===== src/rtl/bc_operand_sequencer_if.sv =====
// Handshake bundle between the broadcast buffer, the operand sequencer and the lane operand path.
// The slave modport is the sequencer's view; master is the view of the surrounding environment.
interface bc_operand_sequencer_if #(
    parameter int unsigned MaxBlen   = 64,
    parameter int unsigned ElemWidth = 64,
    parameter int unsigned RepWidth  = 8
);
    localparam int unsigned LenWidth = $clog2(MaxBlen + 1);

    logic                 cfg_valid_i;
    logic                 cfg_ready_o;
    logic [LenWidth-1:0]  cfg_len_i;
    logic [RepWidth-1:0]  cfg_reps_i;
    logic                 abort_i;
    logic [ElemWidth-1:0] bc_data_i;
    logic                 bc_data_valid_i;
    logic                 bc_data_ready_o;
    logic                 bc_data_rewind_o;
    logic                 bc_data_invalidate_o;
    logic [ElemWidth-1:0] op_data_o;
    logic                 op_valid_o;
    logic                 op_ready_i;
    logic                 op_last_o;
    logic                 op_final_o;

    modport slave (
        input  cfg_valid_i, cfg_len_i, cfg_reps_i, abort_i, bc_data_i, bc_data_valid_i,
        input  op_ready_i,
        output cfg_ready_o, bc_data_ready_o, bc_data_rewind_o, bc_data_invalidate_o,
        output op_data_o, op_valid_o, op_last_o, op_final_o
    );

    modport master (
        output cfg_valid_i, cfg_len_i, cfg_reps_i, abort_i, bc_data_i, bc_data_valid_i,
        output op_ready_i,
        input  cfg_ready_o, bc_data_ready_o, bc_data_rewind_o, bc_data_invalidate_o,
        input  op_data_o, op_valid_o, op_last_o, op_final_o
    );
endinterface


===== src/rtl/bc_operand_sequencer.sv =====
// Lane-0 broadcast stream consumer: pulls len elements per pass for reps passes through a
// one-deep output register, pulsing rewind between passes and invalidate at job end.
module bc_operand_sequencer #(
    parameter int unsigned MaxBlen   = 64,
    parameter int unsigned ElemWidth = 64,
    parameter int unsigned RepWidth  = 8
) (
    input logic clk_i,
    input logic rst_i,
    bc_operand_sequencer_if.slave bus
);
    localparam int unsigned LenWidth = $clog2(MaxBlen + 1);

    typedef enum logic [2:0] {StIdle, StStream, StRewind, StDrain, StInval} state_e;

    state_e               state_q;
    logic [LenWidth-1:0]  len_q, elem_cnt_q;
    logic [RepWidth-1:0]  reps_q, pass_cnt_q;
    logic [ElemWidth-1:0] op_data_q;
    logic                 op_valid_q, op_last_q, op_final_q;
    logic                 bc_ready, bc_hs, op_hs, elem_last, pass_last;

    // len_q and reps_q are non-zero whenever StStream is reachable, so the decrements never wrap.
    always_comb begin
        op_hs     = op_valid_q && bus.op_ready_i;
        bc_ready  = !rst_i && (state_q == StStream) && (!op_valid_q || bus.op_ready_i);
        bc_hs     = bc_ready && bus.bc_data_valid_i;
        elem_last = (elem_cnt_q == len_q - LenWidth'(1));
        pass_last = (pass_cnt_q == reps_q - RepWidth'(1));
    end

    always_ff @(posedge clk_i) begin
        if (rst_i) begin
            state_q    <= StIdle;
            len_q      <= '0;
            reps_q     <= '0;
            elem_cnt_q <= '0;
            pass_cnt_q <= '0;
            op_data_q  <= '0;
            op_valid_q <= 1'b0;
            op_last_q  <= 1'b0;
            op_final_q <= 1'b0;
        end else if (bus.abort_i && (state_q != StIdle)) begin
            // Any element accepted upstream this cycle is deliberately dropped.
            state_q    <= StInval;
            elem_cnt_q <= '0;
            pass_cnt_q <= '0;
            op_valid_q <= 1'b0;
            op_last_q  <= 1'b0;
            op_final_q <= 1'b0;
        end else begin
            if (bc_hs) begin
                op_data_q  <= bus.bc_data_i;
                op_valid_q <= 1'b1;
                op_last_q  <= elem_last;
                op_final_q <= elem_last && pass_last;
            end else if (op_hs) begin
                op_valid_q <= 1'b0;
            end

            unique case (state_q)
                StIdle: begin
                    if (bus.cfg_valid_i) begin
                        len_q      <= bus.cfg_len_i;
                        reps_q     <= bus.cfg_reps_i;
                        elem_cnt_q <= '0;
                        pass_cnt_q <= '0;
                        state_q    <= (bus.cfg_len_i == '0 || bus.cfg_reps_i == '0) ?
                                      StInval : StStream;
                    end
                end
                StStream: begin
                    if (bc_hs) begin
                        if (!elem_last) begin
                            elem_cnt_q <= elem_cnt_q + LenWidth'(1);
                        end else if (pass_last) begin
                            elem_cnt_q <= '0;
                            state_q    <= StDrain;
                        end else begin
                            elem_cnt_q <= '0;
                            pass_cnt_q <= pass_cnt_q + RepWidth'(1);
                            state_q    <= StRewind;
                        end
                    end
                end
                StRewind: state_q <= StStream;
                StDrain: begin
                    if (!op_valid_q || op_hs) begin
                        state_q <= StInval;
                    end
                end
                StInval: state_q <= StIdle;
                default: state_q <= StIdle;
            endcase
        end
    end

    assign bus.cfg_ready_o          = !rst_i && (state_q == StIdle);
    assign bus.bc_data_ready_o      = bc_ready;
    assign bus.bc_data_rewind_o     = !rst_i && (state_q == StRewind);
    assign bus.bc_data_invalidate_o = !rst_i && (state_q == StInval);
    assign bus.op_data_o            = op_data_q;
    assign bus.op_valid_o           = op_valid_q;
    assign bus.op_last_o            = op_last_q;
    assign bus.op_final_o           = op_final_q;
endmodule


===== src/flat_wrapper.sv =====
// flat-port wrapper written by rule: the top's interface ports become plain ports
module bc_operand_sequencer_flat 
#(
    parameter int unsigned MaxBlen   = 64,
    parameter int unsigned ElemWidth = 64,
    parameter int unsigned RepWidth  = 8
)
  (clk_i, rst_i, bus_cfg_valid_i, bus_cfg_len_i, bus_cfg_reps_i, bus_abort_i, bus_bc_data_i, bus_bc_data_valid_i, bus_op_ready_i, bus_cfg_ready_o, bus_bc_data_ready_o, bus_bc_data_rewind_o, bus_bc_data_invalidate_o, bus_op_data_o, bus_op_valid_o, bus_op_last_o, bus_op_final_o);
  bc_operand_sequencer_if #(.MaxBlen(MaxBlen), .ElemWidth(ElemWidth), .RepWidth(RepWidth)) bus_i ();
  input logic clk_i;
  input logic rst_i;
  input wire logic [$bits(bus_i.cfg_valid_i)-1:0] bus_cfg_valid_i;
  input wire logic [$bits(bus_i.cfg_len_i)-1:0] bus_cfg_len_i;
  input wire logic [$bits(bus_i.cfg_reps_i)-1:0] bus_cfg_reps_i;
  input wire logic [$bits(bus_i.abort_i)-1:0] bus_abort_i;
  input wire logic [$bits(bus_i.bc_data_i)-1:0] bus_bc_data_i;
  input wire logic [$bits(bus_i.bc_data_valid_i)-1:0] bus_bc_data_valid_i;
  input wire logic [$bits(bus_i.op_ready_i)-1:0] bus_op_ready_i;
  output wire logic [$bits(bus_i.cfg_ready_o)-1:0] bus_cfg_ready_o;
  output wire logic [$bits(bus_i.bc_data_ready_o)-1:0] bus_bc_data_ready_o;
  output wire logic [$bits(bus_i.bc_data_rewind_o)-1:0] bus_bc_data_rewind_o;
  output wire logic [$bits(bus_i.bc_data_invalidate_o)-1:0] bus_bc_data_invalidate_o;
  output wire logic [$bits(bus_i.op_data_o)-1:0] bus_op_data_o;
  output wire logic [$bits(bus_i.op_valid_o)-1:0] bus_op_valid_o;
  output wire logic [$bits(bus_i.op_last_o)-1:0] bus_op_last_o;
  output wire logic [$bits(bus_i.op_final_o)-1:0] bus_op_final_o;
  assign bus_i.cfg_valid_i = bus_cfg_valid_i;
  assign bus_i.cfg_len_i = bus_cfg_len_i;
  assign bus_i.cfg_reps_i = bus_cfg_reps_i;
  assign bus_i.abort_i = bus_abort_i;
  assign bus_i.bc_data_i = bus_bc_data_i;
  assign bus_i.bc_data_valid_i = bus_bc_data_valid_i;
  assign bus_i.op_ready_i = bus_op_ready_i;
  assign bus_cfg_ready_o = bus_i.cfg_ready_o;
  assign bus_bc_data_ready_o = bus_i.bc_data_ready_o;
  assign bus_bc_data_rewind_o = bus_i.bc_data_rewind_o;
  assign bus_bc_data_invalidate_o = bus_i.bc_data_invalidate_o;
  assign bus_op_data_o = bus_i.op_data_o;
  assign bus_op_valid_o = bus_i.op_valid_o;
  assign bus_op_last_o = bus_i.op_last_o;
  assign bus_op_final_o = bus_i.op_final_o;
  bc_operand_sequencer #(.MaxBlen(MaxBlen), .ElemWidth(ElemWidth), .RepWidth(RepWidth)) u_core (.clk_i(clk_i), .rst_i(rst_i), .bus(bus_i));
endmodule

===== config.mk =====
export PLATFORM = sky130hd
export DESIGN_NAME = bc_operand_sequencer_flat
export DESIGN_NICKNAME = d
export VERILOG_FILES = /design/src/rtl/bc_operand_sequencer_if.sv /design/src/rtl/bc_operand_sequencer.sv /design/src/flat_wrapper.sv
export SDC_FILE = /design/constraint.sdc
export NUM_CORES = 1
export LEC_CHECK = 0
export CORE_MARGIN = 2
export CORE_UTILIZATION = 40
export DETAILED_ROUTE_END_ITERATION = 8
export PLACE_DENSITY_LB_ADDON = 0.2
export SETUP_SLACK_MARGIN = 0.4
export SLEW_MARGIN = 20
export SYNTH_ARGS = -nofsm -noshare
export SYNTH_HDL_FRONTEND = slang
export SYNTH_SLANG_ARGS = --single-unit

===== constraint.sdc =====
create_clock -name clk_i -period 2.05 [get_ports clk_i]
set_input_delay 0.41 -clock clk_i [delete_from_list [all_inputs] [get_ports clk_i]]
set_output_delay 0.41 -clock clk_i [all_outputs]
set_load 0.005 [all_outputs]

==> metrics.md <==
| Metric | Value |
|---|---|
| Max Cap Violations | 0 |
| FF-to-FF Start | u_core.len_q[1] |
| Power Dens Cells | 741.1 nW/um^2 |
| FF+latch count, synth | 100 |
| Worst slew pin tran | 1148 ps |
| CP Launch Type | flip-flop |
| Die Y | 107.2 microns |
| Max Buffers Root-to-Sink | 2 |
| Status | finished, violations left |
| Most frequent cells in the layout | nand2_1, clkdlybuf4s50_1, dfxtp_1 |
| Chip width | 107.2 microns |
| IO Pins | 156 |
| Final Hold Viols | 0 |
| Initial antenna violation count | 0 |
| Critical path data arrival time | 2500 ps |
| Post-Syn Nets | 630 |
| Worst slew margin | 0.2347 |
| Placed Instance Area | 6392 sq um |
| Design area | 8029 sq um |
| Netlist cell types | 41 |
| Initial Util | 0.4124 |
| CP Capture Type | flip-flop |
| ANT cells | 0 |
| FP Rows | 37 |
| R2r worst-path depth | 10 |
| Hold endpoint | u_core.reps_q[5] |
| First drt pass iteration count | 4 |
| Violated checks | negative setup slack |
| IO buf count | 155 |
| H-tree depth | 3 |
| DRC viols | 0 |
| Post-DP HPWL | 9412 microns |
| Final setup violation count | 16 |
| Worst-path fanout max | 6 |
| Post-Syn Area | 4258 sq um |
| Largest net degree at the start of global routing | 73 |
| Yosys warns | 0 |
| CTS root buffer | clkbuf_8 |
| Grt total ovfl | 0 |
| Seq/Total Area, Yosys | 0.4702 |
| Most common cell after layout, fill and taps aside | nand2_1 |
| Initial drt markers | 190 |
| Slew Limit Fails | 0 |
| RSZ-0062 raised after global routing | yes |
| Fill count | 623 |
| Multi-input gate area | 3120 sq um |
| Setup ws final | -190.3 ps |
| Total GRT Usage | 0.2778 |
| Vias in the first global route | 5070 |
| Synthesized area per cell | 7.870 sq um |
| FF/Latch Area | 2041 sq um |
| Max Fclk | 0.4464 GHz |
| Hold Buf Count CTS | 0 |
| Via-per-instance ratio | 5.505 |
| Clock Latency Late Sink | 370 ps |
| Vias | 4960 |
| First-pass GRT wire length | 24900 microns |
| Worst Hold Launch | bus_cfg_reps_i[5] |
| Hold path depth | 3 |
| Clock skew | 13.17 ps |
| Final Cycle Share | 1.093 |
| Routability Congestion | 0.8168 |
| Leakage Power | 0.003689 uW |
| Hold Slack | 351.6 ps |
| Reg2reg end | u_core.elem_cnt_q[6] |
| Area Growth Syn to Fin | 88.57% |
| Clock transition at the registers of the reported paths | 100 ps |
| Num CTS Buffers | 9 |
| CTS tree | built |
| Cells after Synth | 541 |
| Required time worst endpoint | 2310 ps |
| Final WL | 17240 microns |
| R2R Setup Slk | -190 ps |
| Core Footprint | 10320 sq um |
| Maximum vdd drop | 0.4789 mV |
| Setup CP Type | reg -> reg |
| Clock net sink count | 100 |
| Final #Nets | 850 |
| Avg WL per Cell | 19.13 microns |
| Min cycle time layout | 2240 ps |
| Remaining antenna violation count after routing | 0 |
| Share of cells above drive strength 1 | 0.4039 |
| HP Class | in -> reg |
| Die footprint | 11490 sq um |
-- where the power goes --
group          switching, uW  internal, uW
sequential               170          2130
combinational           1210          1150
clock                    689           590
-- worst max-delay path, cell delays in order, from the launching register on --
cell     delay [ps]
dfxtp_2         350
inv_2            40
ha_4            170
nor3b_1         130
a311o_1         320
nor4_4          390
buf_4           180
a32oi_2          80
o31ai_2         210
buf_4           200
a21oi_1          50
-- flip-flops by register name (all words and copies together) (netlist names) --
name	count
u_core.pass_cnt_q	8
u_core.len_q	7
u_core.reps_q	8
u_core.bus.op_last_o	1
u_core.elem_cnt_q	7
u_core.bus.op_data_o	64
u_core.bus.op_final_o	1
u_core.bus.op_valid_o	1
u_core.state_q	3
-- synthesized netlist by cell type, drive strengths merged --
cell | number | area [sq um]
mux2i | 4 | 40.04
nand4 | 8 | 50.05
and2 | 4 | 25.02
a21o | 1 | 7.510
a211oi | 1 | 7.510
nor4b | 6 | 67.56
nor3b | 3 | 22.52
o211ai | 3 | 22.52
o21ai | 2 | 10.01
xnor2 | 13 | 113.9
nor2b | 4 | 25.02
o21a | 1 | 7.510
or4b | 1 | 10.01
or4 | 4 | 30.03
a21oi | 93 | 465.5
and3 | 4 | 25.02
a31o | 2 | 17.52
nor4 | 9 | 71.32
a311o | 1 | 10.01
clkbuf | 25 | 93.84
xor2 | 8 | 70.07
and3b | 1 | 8.760
ha | 4 | 50.05
o31ai | 6 | 45.04
nand2 | 176 | 663.1
inv | 5 | 18.77
buf | 8 | 40.04
nand3 | 9 | 50.05
a32oi | 1 | 8.760
a22oi | 1 | 7.510
dfxtp | 100 | 2002
nand2b | 4 | 25.02
nor3 | 8 | 45.04
or3 | 5 | 31.28
a211o | 2 | 17.52
nor2 | 14 | 52.55
-- worst max path at each step --
stage                startpoint                    to  slack [ps]  depth (start not counted)
2_1_floorplan   u_core.len_q[1]  u_core.pass_cnt_q[2]        -100                          8
6_report        u_core.len_q[1]  u_core.elem_cnt_q[6]        -190                         10
5_1_grt         u_core.len_q[1]  u_core.pass_cnt_q[2]        -300                          8
4_1_cts         u_core.len_q[0]  u_core.pass_cnt_q[5]        -170                          9
3_5_place_dp   bus_cfg_len_i[2]     u_core.state_q[2]        -610                          7
3_3_place_gp   bus_cfg_len_i[2]     u_core.state_q[2]        -500                          7
-- layout make-up --
| class | count | area share |
|---|---|---|
| Tap cell | 136 | 0.02119 |
| Timing Repair Buffer | 240 | 0.3098 |
| Clock inverter | 4 | 0.006233 |
| Multi-Input combinational cell | 405 | 0.3887 |
| Clock buffer | 11 | 0.01761 |
| Sequential cell | 100 | 0.2542 |
| Inverter | 5 | 0.002338 |
-- routing by layer --
metal / routed length, microns / track usage / share of wire / vias up
met5: 0 / 0 / 0 / -
met4: 626 / 0.1466 / 0.036 / 0
met3: 1023 / 0.06809 / 0.059 / 50
met2: 9056 / 0.4851 / 0.53 / 196
met1: 6534 / 0.3104 / 0.38 / 2440
li1: - / - / - / 2274
-- cells by family (layout without fill, tap and decap cells) --
kind of cell | after synthesis | after routing | synth area share
AOI/OAI and AO/OA | 114 | 114 | 0.1472
xor gates and xnor gates | 21 | 21 | 0.04320
adders and majority gates | 4 | 4 | 0.01175
buffers and inverters | 38 | 260 | 0.03585
DFF | 100 | 100 | 0.4702
muxes | 4 | 4 | 0.009404
and+or+nand+nor | 260 | 262 | 0.2824
-- stage by stage --
| step | setup slack (ps) | setup TNS, ps | cells | power (uW) | util |
|---|---|---|---|---|---|
| detailed placement | -608.8 | -20740 | 855 | 4058 | 0.6192 |
| global placement | -502.6 | -18970 | 855 | 4002 | 0.6192 |
| finish | -190.3 | -2193 | 901 | 5951 | 0.7777 |
| floorplan | -100.6 | -199.7 | 541 | 3281 | - |
| global route | -304.0 | -4139 | 901 | 6189 | 0.7777 |
| CTS | -170.1 | -1596 | 898 | 5769 | 0.7412 |
-- repair_timing --
item | in CTS | in global routing
setup buffers | 20 | 3
cloned | 8 | 0
pin swaps | 72 | 36
endpoints found under the setup margin | 120 | 124
gates resized for setup | 267 | 103
No activity file was read; power rests on OpenSTA's default activity.
